**config.mk**
```make
export PLATFORM = sky130hd
export DESIGN_NAME = uart_rx
export DESIGN_NICKNAME = d
export VERILOG_FILES = /design/src/rtl/uart_pkg.sv /design/src/rtl/sync2.sv /design/src/rtl/uart_rx.sv
export SDC_FILE = /design/constraint.sdc
export NUM_CORES = 1
export LEC_CHECK = 0
export ABC_AREA = 1
export CORE_MARGIN = 5
export CORE_UTILIZATION = 45
export DETAILED_ROUTE_END_ITERATION = 16
export PLACE_DENSITY_LB_ADDON = 0.2
export REMOVE_ABC_BUFFERS = 1
export SYNTH_ARGS = -nofsm -noshare
export SYNTH_HDL_FRONTEND = slang
export SYNTH_SLANG_ARGS = --single-unit
```
**constraint.sdc**
```tcl
create_clock -name clk -period 3.27 [get_ports clk]
set_input_delay 0.8175 -clock clk [delete_from_list [all_inputs] [get_ports clk]]
set_output_delay 0.8175 -clock clk [all_outputs]
set_load 0.01 [all_outputs]
```
**src/rtl/uart_pkg.sv**
```systemverilog
// Shared UART definitions: receiver state encoding and default bit timing.
// Latency: n/a (types and constants only).
// Backpressure: n/a.
package uart_pkg;

  // 12 MHz core clock at 115200 baud. A future transmitter uses the same value.
  localparam int UART_CLKS_PER_BIT = 104;

  typedef enum logic [2:0] {
    UART_IDLE      = 3'd0,
    UART_START     = 3'd1,
    UART_DATA      = 3'd2,
    UART_STOP      = 3'd3,
    UART_WAIT_IDLE = 3'd4
  } uart_state_e;

endpackage

```
**src/rtl/sync2.sv**
```systemverilog
// Two-flop synchronizer for a single asynchronous input.
// Latency: 2 clk cycles from d to q.
// Backpressure: none; d is sampled every cycle.
// Ports: clk, reset (sync, active-high; both stages load RESET_VAL),
//        d (asynchronous input), q (synchronized output).
module sync2 #(
  parameter logic RESET_VAL = 1'b0
) (
  input  logic clk,
  input  logic reset,
  input  logic d,
  output logic q
);

  logic meta_q;
  logic sync_q;

  always_ff @(posedge clk) begin
    if (reset) begin
      meta_q <= RESET_VAL;
      sync_q <= RESET_VAL;
    end else begin
      meta_q <= d;
      sync_q <= meta_q;
    end
  end

  assign q = sync_q;

endmodule

```
**src/rtl/uart_rx.sv**
```systemverilog
// 8N1 UART receiver: resynchronizes rx, rejects start glitches, flags bad stop bits.
// Latency: received/recv_error pulse one cycle after the mid-stop-bit sample.
// Backpressure: none; consumer must take rx_byte before the next frame completes.
// Ports: clk, reset (sync, active-high), rx (async serial line, idles high),
//        received (1-cycle pulse, valid frame), rx_byte (last good byte),
//        recv_error (1-cycle pulse, stop bit low), is_receiving (START/DATA/STOP).
module uart_rx
  import uart_pkg::*;
#(
  parameter int CLKS_PER_BIT = UART_CLKS_PER_BIT
) (
  input  logic       clk,
  input  logic       reset,
  input  logic       rx,
  output logic       received,
  output logic [7:0] rx_byte,
  output logic       recv_error,
  output logic       is_receiving
);

  localparam int HALF  = CLKS_PER_BIT / 2;
  localparam int CNT_W = $clog2(CLKS_PER_BIT);

  localparam logic [CNT_W-1:0] CNT_HALF_M1 = CNT_W'(HALF - 1);
  localparam logic [CNT_W-1:0] CNT_BIT_M1  = CNT_W'(CLKS_PER_BIT - 1);

  logic rx_sync;

  uart_state_e      state_q,      state_d;
  logic [CNT_W-1:0] cnt_q,        cnt_d;
  logic [2:0]       bit_idx_q,    bit_idx_d;
  logic [7:0]       shreg_q,      shreg_d;
  logic [7:0]       rx_byte_q,    rx_byte_d;
  logic             received_q,   received_d;
  logic             recv_error_q, recv_error_d;
  logic [1:0]       flush_q,      flush_d;
  logic             sync_live;

  sync2 #(
    .RESET_VAL (1'b1)
  ) u_rx_sync (
    .clk   (clk),
    .reset (reset),
    .d     (rx),
    .q     (rx_sync)
  );

  // The synchronizer outputs its reset value (high) for two cycles after
  // reset, which would look like an idle line even when rx is stuck low.
  // WAIT_IDLE only trusts rx_sync once those stale values have drained.
  assign flush_d   = {flush_q[0], 1'b1};
  assign sync_live = flush_q[1];

  always_comb begin
    state_d      = state_q;
    cnt_d        = cnt_q;
    bit_idx_d    = bit_idx_q;
    shreg_d      = shreg_q;
    rx_byte_d    = rx_byte_q;
    received_d   = 1'b0;
    recv_error_d = 1'b0;

    case (state_q)
      UART_IDLE: begin
        if (!rx_sync) begin
          state_d = UART_START;
          cnt_d   = '0;
        end
      end

      // Re-check the line at the middle of the start bit; a high line there
      // means the falling edge was noise.
      UART_START: begin
        cnt_d = cnt_q + CNT_W'(1);
        if (cnt_q == CNT_HALF_M1) begin
          if (!rx_sync) begin
            state_d   = UART_DATA;
            cnt_d     = '0;
            bit_idx_d = 3'd0;
          end else begin
            state_d = UART_IDLE;
          end
        end
      end

      // Sample point is now mid-bit; shift LSB first.
      UART_DATA: begin
        cnt_d = cnt_q + CNT_W'(1);
        if (cnt_q == CNT_BIT_M1) begin
          shreg_d = {rx_sync, shreg_q[7:1]};
          cnt_d   = '0;
          if (bit_idx_q == 3'd7) begin
            state_d = UART_STOP;
          end else begin
            bit_idx_d = bit_idx_q + 3'd1;
          end
        end
      end

      // Returning to IDLE right at the stop sample lets a back-to-back start
      // edge be caught during the second half of the stop bit.
      UART_STOP: begin
        cnt_d = cnt_q + CNT_W'(1);
        if (cnt_q == CNT_BIT_M1) begin
          cnt_d = '0;
          if (rx_sync) begin
            rx_byte_d  = shreg_q;
            received_d = 1'b1;
            state_d    = UART_IDLE;
          end else begin
            recv_error_d = 1'b1;
            state_d      = UART_WAIT_IDLE;
          end
        end
      end

      UART_WAIT_IDLE: begin
        if (rx_sync && sync_live) begin
          state_d = UART_IDLE;
        end
      end

      default: begin
        state_d = UART_WAIT_IDLE;
      end
    endcase
  end

  // Reset parks in WAIT_IDLE so a line held low never starts a frame.
  always_ff @(posedge clk) begin
    if (reset) begin
      state_q      <= UART_WAIT_IDLE;
      cnt_q        <= '0;
      bit_idx_q    <= 3'd0;
      shreg_q      <= 8'h00;
      rx_byte_q    <= 8'h00;
      received_q   <= 1'b0;
      recv_error_q <= 1'b0;
      flush_q      <= 2'b00;
    end else begin
      state_q      <= state_d;
      cnt_q        <= cnt_d;
      bit_idx_q    <= bit_idx_d;
      shreg_q      <= shreg_d;
      rx_byte_q    <= rx_byte_d;
      received_q   <= received_d;
      recv_error_q <= recv_error_d;
      flush_q      <= flush_d;
    end
  end

  assign received     = received_q;
  assign recv_error   = recv_error_q;
  assign rx_byte      = rx_byte_q;
  assign is_receiving = (state_q == UART_START) ||
                        (state_q == UART_DATA)  ||
                        (state_q == UART_STOP);

endmodule

```
; ---- Word-level counts from Yosys, hierarchy flattened
; Index checks and enable logic that the tools add are counted.
; Widths: inputs -> output; s select.
[word_totals]
wordCells = 65
out_inout_bits = 11
regBits = 35
[classes]
eq_ne = 15
add_sub_neg = 2
n_bitwise = 2
reduce_logical = 13
mux = 22
[ops]
columns = cell, count
row1 = $mux 3, 11
row2 = $mux 7, 4
row3 = $pmux 7 s3, 1
row4 = $ne 2x2->1 const B, 8
row5 = $pmux 3 s5, 1
row6 = $add 7x1->7 const B, 1
row7 = $eq 7x6->1 const B, 1
row8 = $eq 7x7->1 const B, 1
row9 = $eq 3x2->1 const B, 2
row10 = $eq 3x3->1 const B, 2
row11 = $pmux 3 s2, 1
row12 = $reduce_and 6->1, 1
row13 = $reduce_and 5->1, 1
row14 = $reduce_and 2->1, 2
row15 = $add 3x1->3 const B, 1
row16 = $eq 3x1->1 const B, 1
row17 = $logic_not 3->1, 1
row18 = $mux 1, 3
row19 = $reduce_and 3->1, 1
row20 = $reduce_bool 3->1, 1
row21 = $reduce_or 3->1, 1
row22 = $logic_or 1x1->1, 2
row23 = $mux 2, 1
row24 = $not 1->1, 2
row25 = 3 further kinds, 3

; ---- Depth between registers and ports, before layout
; Gate-level depths: netlist (run 1).
[depth]
depth_word = 4
mapped_depth = 10

; ---- Cells and area by module
; A second synthesis (run 1) with hierarchy kept.
[unflattened]
hier_cells = 221
hier_area_um2 = 1567.8
[modules_own_cells]
columns = mod, area_per_inst_um2, n_inst, seq_area_each_um2, cells_each
row1 = uart_rx, 1508.9, 1, 660.6, 214
row2 = sync2, 58.8, 1, 40.0, 7

; ---- Worst setup path after synthesis (run 1)
; No wires, ideal clock.
[synth_timing]
path_kind = reg-to-output
startpoint = register state_q[0]
endpoint = output port is_receiving
required_ns = 2.453
arrival_ns = 0.748
slack_ns = 1.705
n_path_buf = 0
stages_incl_launch_ff = 3
cell_sequence = dfxtp_1 nor2_2 nor2_1
[synth_via]
elab_chain_cells = 3
[synth_rtl]
columns = item, line
row1 = "start, declared", uart_rx.sv:29  ; uart_state_e state_q, state_d;
row2 = "start signal, assigned", uart_rx.sv:141  ; state_q <= state_d;
row3 = $eq 3x1->1 or $eq 3x2->1 (tied branches), "uart_rx.sv:155, uart_rx.sv:156"
row4 = $logic_or 1x1->1, uart_rx.sv:155  ; assign is_receiving = (state_q == UART_START) ||
row5 = $logic_or 1x1->1 (*), uart_rx.sv:156  ; (state_q == UART_DATA) ||
row6 = "end, declared", uart_rx.sv:18  ; output logic is_receiving
; Mark *: on every way between the ends. The rest lies on a longest branch, timed or not.

; ---- Worst setup path after layout (run 1)
; Same ends and word-level chain as after synthesis.

==> flow_summary_export.csv, run 1 <==
group,metric,value,unit
run_status,outcome,"finished clean",
route,vias_per_cell,4.85,
synth,synth-edff-count,0,
route,first_pass_iters,4,
worst_setup_path,crit_chain,"nor2_2, nor2_1, clkdlybuf4s50_1",
worst_setup_path,endpoint_kind,"primary output",
route,wl_per_cell,11.0,µm
placement,gp_congestion,0.799,
synth,ys.warnings.count,0,
floorplan,dieArea,4710,µm²
sta,tightest_slew,0.513,ns
sta,final_hold_viol_count,0,
sta,period_minus_slack,2.49,ns
worst_setup_path,cp.required,2.45,ns
global_routing,grt_use_total,14.5,%
route,vias,1301,
route,drt_iter0_markers,53,
placement,dp_hpwl,2090,µm
sta,relSlewSlack,65.6,%
floorplan,initial_core_util,46.4,%
synth,syn-mean-instance-area,7.55,µm²
cts,clock-sinks,35,
cells_and_area,final_area,1770,µm²
cts,cts_tree,"yes",
worst_setup_path,cp.arrival,1.67,ns
synth,ys_types,30,
worst_setup_path,path_class,"register to primary output",
floorplan,die_height,68.6,µm
hold_path,holdPathStages,2,
cells_and_area,diodes,0,
cells_and_area,drive_above_1_share,10.4,%
worst_setup_path,r2r_start,"cnt_q[0]$_SDFFE_PP0P_",
global_routing,grt_pass1_wl,5130,µm
sta,period_share,76.1,%
cts,clock_latency,0.33,ns
hold_path,worstHoldPathType,"register to register",
cts,h-tree-depth,2,
sta,rsz0062_at_grt,"no",
synth,synthArstFlopShare,0,%
hold_path,hold_start,"flush_q[0]$_DFF_P_",
synth,syn-instance-count,205,
sta,fin_tns_setup,0,ns
sta,setup_viol,0,
cts,post_cts_buffers,0,
synth,ys_ff_latch,35,
global_routing,grt_pass1_vias,1134,
route,ant_nets,0,
worst_setup_path,cp-start-kind,"register",
worst_setup_path,cp.depth,3,
worst_setup_path,crit_family,"buffers and inverters",
placement,placedCellCount,260,
cts,holdBufCountCts,0,
cells_and_area,finalNonFillerCells,268,
sta,clock_skew,0.0109,ns
cells_and_area,final_nets,227,
cells_and_area,area_growth,14.1,%
placement,dpl_cell_area,1710,µm²
flow_run,drv_cap,0,
sta,maxSlewViolCount,0,
power_and_ir_drop,power.leakage,0.731,nW
cts,root_buffer,"clkbuf_4",
global_routing,grt_max_degree,22,
floorplan,row_count,21,
cts,cts_repair_resize_count,0,
sta,worst_hold_slack,0.406,ns
cts,clock_path_buffers,2,
cts,numCtsBuffers,5,
synth,seq_area_frac_synth,45.3,%
global_routing,antenna_found_initial,0,
power_and_ir_drop,p_per_area,523,nW/µm²
global_routing,overflow,0,
route,drcViolationCount,0,
route,finalWirelength,2950,µm
floorplan,core_area,3340,µm²
cells_and_area,mostFrequentLayoutCells,"43 x nand2_1, 35 x dfxtp_1, 24 x inv_1, 24 x a21oi_1, 19 x nor2_1",
sta,fmax,402,MHz
power_and_ir_drop,vdd_drop_max,344,µV
worst_setup_path,startpoint,"state_q[0]$_SDFFE_PP0P_",
floorplan,io-pin-count,14,
cts,path_clk_slew,0.11,ns
worst_setup_path,cp.buffers_inverters,1,
worst_setup_path,slowest_delay,0.56,ns
cells_and_area,final_common_cell,"nand2_1",
worst_setup_path,cp_max_fo,6,
placement,portBuffers,13,
worst_setup_path,r2r_cells,6,
worst_setup_path,slowest_stage,"clkdlybuf4s50_1",
synth,synthFlopType,"dfxtp_1",
cells_and_area,fillCellCount,342,
synth,synth_area,1550,µm²
floorplan,die_w,68.6,µm
worst min-delay path, cell delays in order (launching register included):
cell	delay, ns
dfxtp_1	0.31
inv_1	0.04
nor2_1	0.03
report_power, final:
part	switching, mW	total (mW)	internal (mW)	leakage, nW
registers	0.0365	0.490	0.453	0.284
logic	0.134	0.212	0.0788	0.419
clock network	0.139	0.222	0.0829	0.0282
total	0.309	0.924	0.615	0.731
cell families after synthesis:
logic type	after synthesis	share of synthesized area [%]
fa+ha+maj	3	2.43
compound gates	46	16.2
buf+inv	31	8.08
simple gates	88	26.9
xor+xnor	2	1.13
flops	35	45.3
registers in the layout, summed over array words and instances (netlist names):
name              flops
bit_idx_q             3
cnt_q                 7
received              1
rx_byte               8
u_rx_sync.q           1
state_q               3
flush_q               2
recv_error            1
shreg_q               8
u_rx_sync.meta_q      1
stage by stage:
| step | utilization, % | worst slack [ns] | power (mW) |
|---|---|---|---|
| after floorplan | - | 1.70 | 0.662 |
| after global placement | 51.3 | 0.967 | 0.710 |
| after detailed placement | 51.3 | 0.892 | 0.711 |
| after CTS | 52.9 | 0.778 | 0.935 |
| after global routing | 52.9 | 0.692 | 0.989 |
| final | 52.9 | 0.782 | 0.924 |
synth_stat cells (2+ instances only):
library cell	count	share of area, %
o21ai_1	2	0.65
nor2_4	2	1.5
dfxtp_1	35	45
o21ai_0	15	4.9
inv_1	24	5.8
nor3_1	2	0.65
ha_1	3	2.4
nor2_1	19	4.6
nand2_2	3	1.2
clkbuf_1	2	0.49
or2_2	2	0.81
nand3_2	2	1.3
o21bai_1	2	0.97
xor2_1	2	1.1
nand3_1	7	2.3
a21oi_1	24	7.8
inv_2	3	0.73
nor4_1	2	0.81
nand2_1	43	10
layer usage:
layer  track usage [%]  vias up  part of all wire (%)
met5                 0        -                     0
li1                  -      698                     -
met4              4.47        0                  0.81
met2              22.5       27                    44
met3              4.38        4                   4.3
met1              19.0      572                    51
final timing paths:
check | endpoint | slack (ns)
min reg2reg | flush_q[1]$_SDFF_PP0_ | 0.41
max | is_receiving | 0.78
max reg2reg | rx_byte[6]$_SDFFE_PP0P_ | 1.58
min | flush_q[1]$_SDFF_PP0_ | 0.41
cell type report:
type	instances	area, µm²	share of cell area, %
Multi-Input combinational cell	139	722	40.9
Tap cell	46	57.6	3.26
Sequential cell	35	701	39.7
Clock buffer	6	41.3	2.34
Inverter	27	101	5.74
Clock inverter	2	12.5	0.709
Timing Repair Buffer	13	130	7.37
Power figures use the tool's default switching activity.
==> inputs of run 2 (changes only) <==
==> constraint.sdc (replaced) <==
create_clock -name clk -period 2.4 [get_ports clk]
set_input_delay 0.6 -clock clk [delete_from_list [all_inputs] [get_ports clk]]
set_output_delay 0.6 -clock clk [all_outputs]
set_load 0.01 [all_outputs]
==> run 2 against run 1 <==
Compared with the run above:
- register-to-register slack worse by 0.91 ns
- clock-buffer cell count is the same
- die area is the same
- design area up 2.7%
- global-route usage fell by 0.30 points
- via count is essentially flat
- final cell count increased by 0.75%
- largest power group unchanged
==> flow_summary_export.csv, run 2 (same netlist as run 1, synthesis figures left out) <==
group,metric,value,unit
run_status,outcome,"finished clean",
global_routing,antenna_found_initial,0,
floorplan,initial_core_util,46.4,%
cts,cts_repair_resize_count,0,
floorplan,die_height,68.6,µm
route,vias,1300,
route,vias_per_cell,4.81,
hold_path,worstHoldPathType,"register to register",
placement,dpl_cell_area,1730,µm²
sta,rsz0062_at_grt,"no",
global_routing,grt_pass1_wl,4910,µm
cts,h-tree-depth,2,
power_and_ir_drop,vdd_drop_max,404,µV
sta,period_minus_slack,2.23,ns
global_routing,overflow,0,
global_routing,grt_use_total,14.2,%
sta,clock_skew,0.00623,ns
cells_and_area,final_util,54.3,%
cts,post_cts_buffers,0,
worst_setup_path,path_class,"register to primary output",
sta,period_share,92.8,%
cells_and_area,final_nets,229,
worst_setup_path,endpoint_kind,"primary output",
floorplan,io-pin-count,14,
floorplan,die_w,68.6,µm
sta,layout_setup_ws,0.172,ns
route,wl_per_cell,11.0,µm
worst_setup_path,cp-start-kind,"register",
cts,clock_latency,0.33,ns
global_routing,grt_pass1_vias,1159,
global_routing,grt_max_degree,22,
cts,path_clk_slew,0.10,ns
worst_setup_path,cp.arrival,1.63,ns
route,first_pass_iters,4,
floorplan,row_count,21,
cts,holdBufCountCts,0,
cts,clock-sinks,35,
sta,fin_tns_setup,0,ns
cells_and_area,mostFrequentLayoutCells,"43 x nand2_1, 35 x dfxtp_1, 24 x inv_1, 24 x a21oi_1, 19 x nor2_1",
cts,numCtsBuffers,5,
route,finalWirelength,2960,µm
placement,portBuffers,13,
route,drt_iter0_markers,65,
floorplan,dieArea,4710,µm²
cells_and_area,final_common_cell,"nand2_1",
power_and_ir_drop,power.leakage,0.761,nW
cells_and_area,fillCellCount,330,
floorplan,core_area,3340,µm²
worst_setup_path,cp_max_fo,6,
placement,dp_hpwl,2070,µm
power_and_ir_drop,p_per_area,772,nW/µm²
route,drcViolationCount,0,
placement,gp_congestion,0.852,
sta,fmax,449,MHz
cells_and_area,drive_above_1_share,11.6,%
cells_and_area,multiInputGateArea,722,µm²
cts,clock_path_buffers,2,
cells_and_area,area_growth,17.1,%
route,ant_nets,0,
sta,setup_viol,0,
sta,final_hold_viol_count,0,
cells_and_area,seq_area,701,µm²
cells_and_area,diodes,0,
cells_and_area,final_area,1810,µm²
flow_run,drv_cap,0,
cts,root_buffer,"clkbuf_4",
placement,pre_cts_slack,0.526,ns
worst_setup_path,cp.required,1.80,ns
sta,maxSlewViolCount,0,
cts,cts_tree,"yes",
sta,relSlewSlack,63.2,%
sta,tightest_slew,0.550,ns
[run 2: changes by cell type in the layout (fill, tap and decap cells not counted), sizes merged]
| cell | change |
|---|---|
| buf | +2 |
| bufinv | +1 |
| clkinvlp | -1 |
[run 2: layer usage]
layer,GRT usage [%],vias up,routed length (µm)
met2,22.9,24,1370
li1,-,698,-
met3,3.40,4,110
met1,17.6,574,1440
met4,6.70,0,46
met5,0,-,0
[run 2: cell type report]
cell class,count,area share (%)
multi-input cells,139,39.8
flip-flops and latches,35,38.6
repair buffers,15,8.01
inverters,27,5.59
well taps,46,3.17
clock buffers,6,2.83
clock inverters,2,1.93
[run 2: final timing paths]
path                                 from                       to  slack (ns)  cells past startpoint
setup / recovery  state_q[0]$_SDFFE_PP0P_             is_receiving        0.17                      3
hold / removal         flush_q[0]$_DFF_P_    flush_q[1]$_SDFF_PP0_        0.40                      2
setup reg to reg    cnt_q[0]$_SDFFE_PP0P_  rx_byte[6]$_SDFFE_PP0P_        0.67                      6
hold reg to reg        flush_q[0]$_DFF_P_    flush_q[1]$_SDFF_PP0_        0.40                      2
[run 2: worst max-delay path: stages (launching register included)]
cell and delay, ns:
dfxtp_1 0.50, nor2_2 0.12, nor2_1 0.13, clkdlybuf4s50_1 0.55
[run 2: through the flow]
step | power, mW | hold slack (ns) | cells
2_1_floorplan | 0.901 | 0.388 | 201
3_3_place_gp | 0.971 | 0.390 | 262
3_5_place_dp | 0.973 | 0.392 | 262
4_1_cts | 1.42 | 0.400 | 270
5_1_grt | 1.49 | 0.412 | 270
6_report | 1.40 | 0.403 | 270
[run 2: power breakdown]
group	internal, mW	switching (mW)	total, mW	leakage, nW
registers	0.617	0.0484	0.666	0.284
logic	0.109	0.183	0.292	0.429
clock network	0.246	0.196	0.442	0.0482
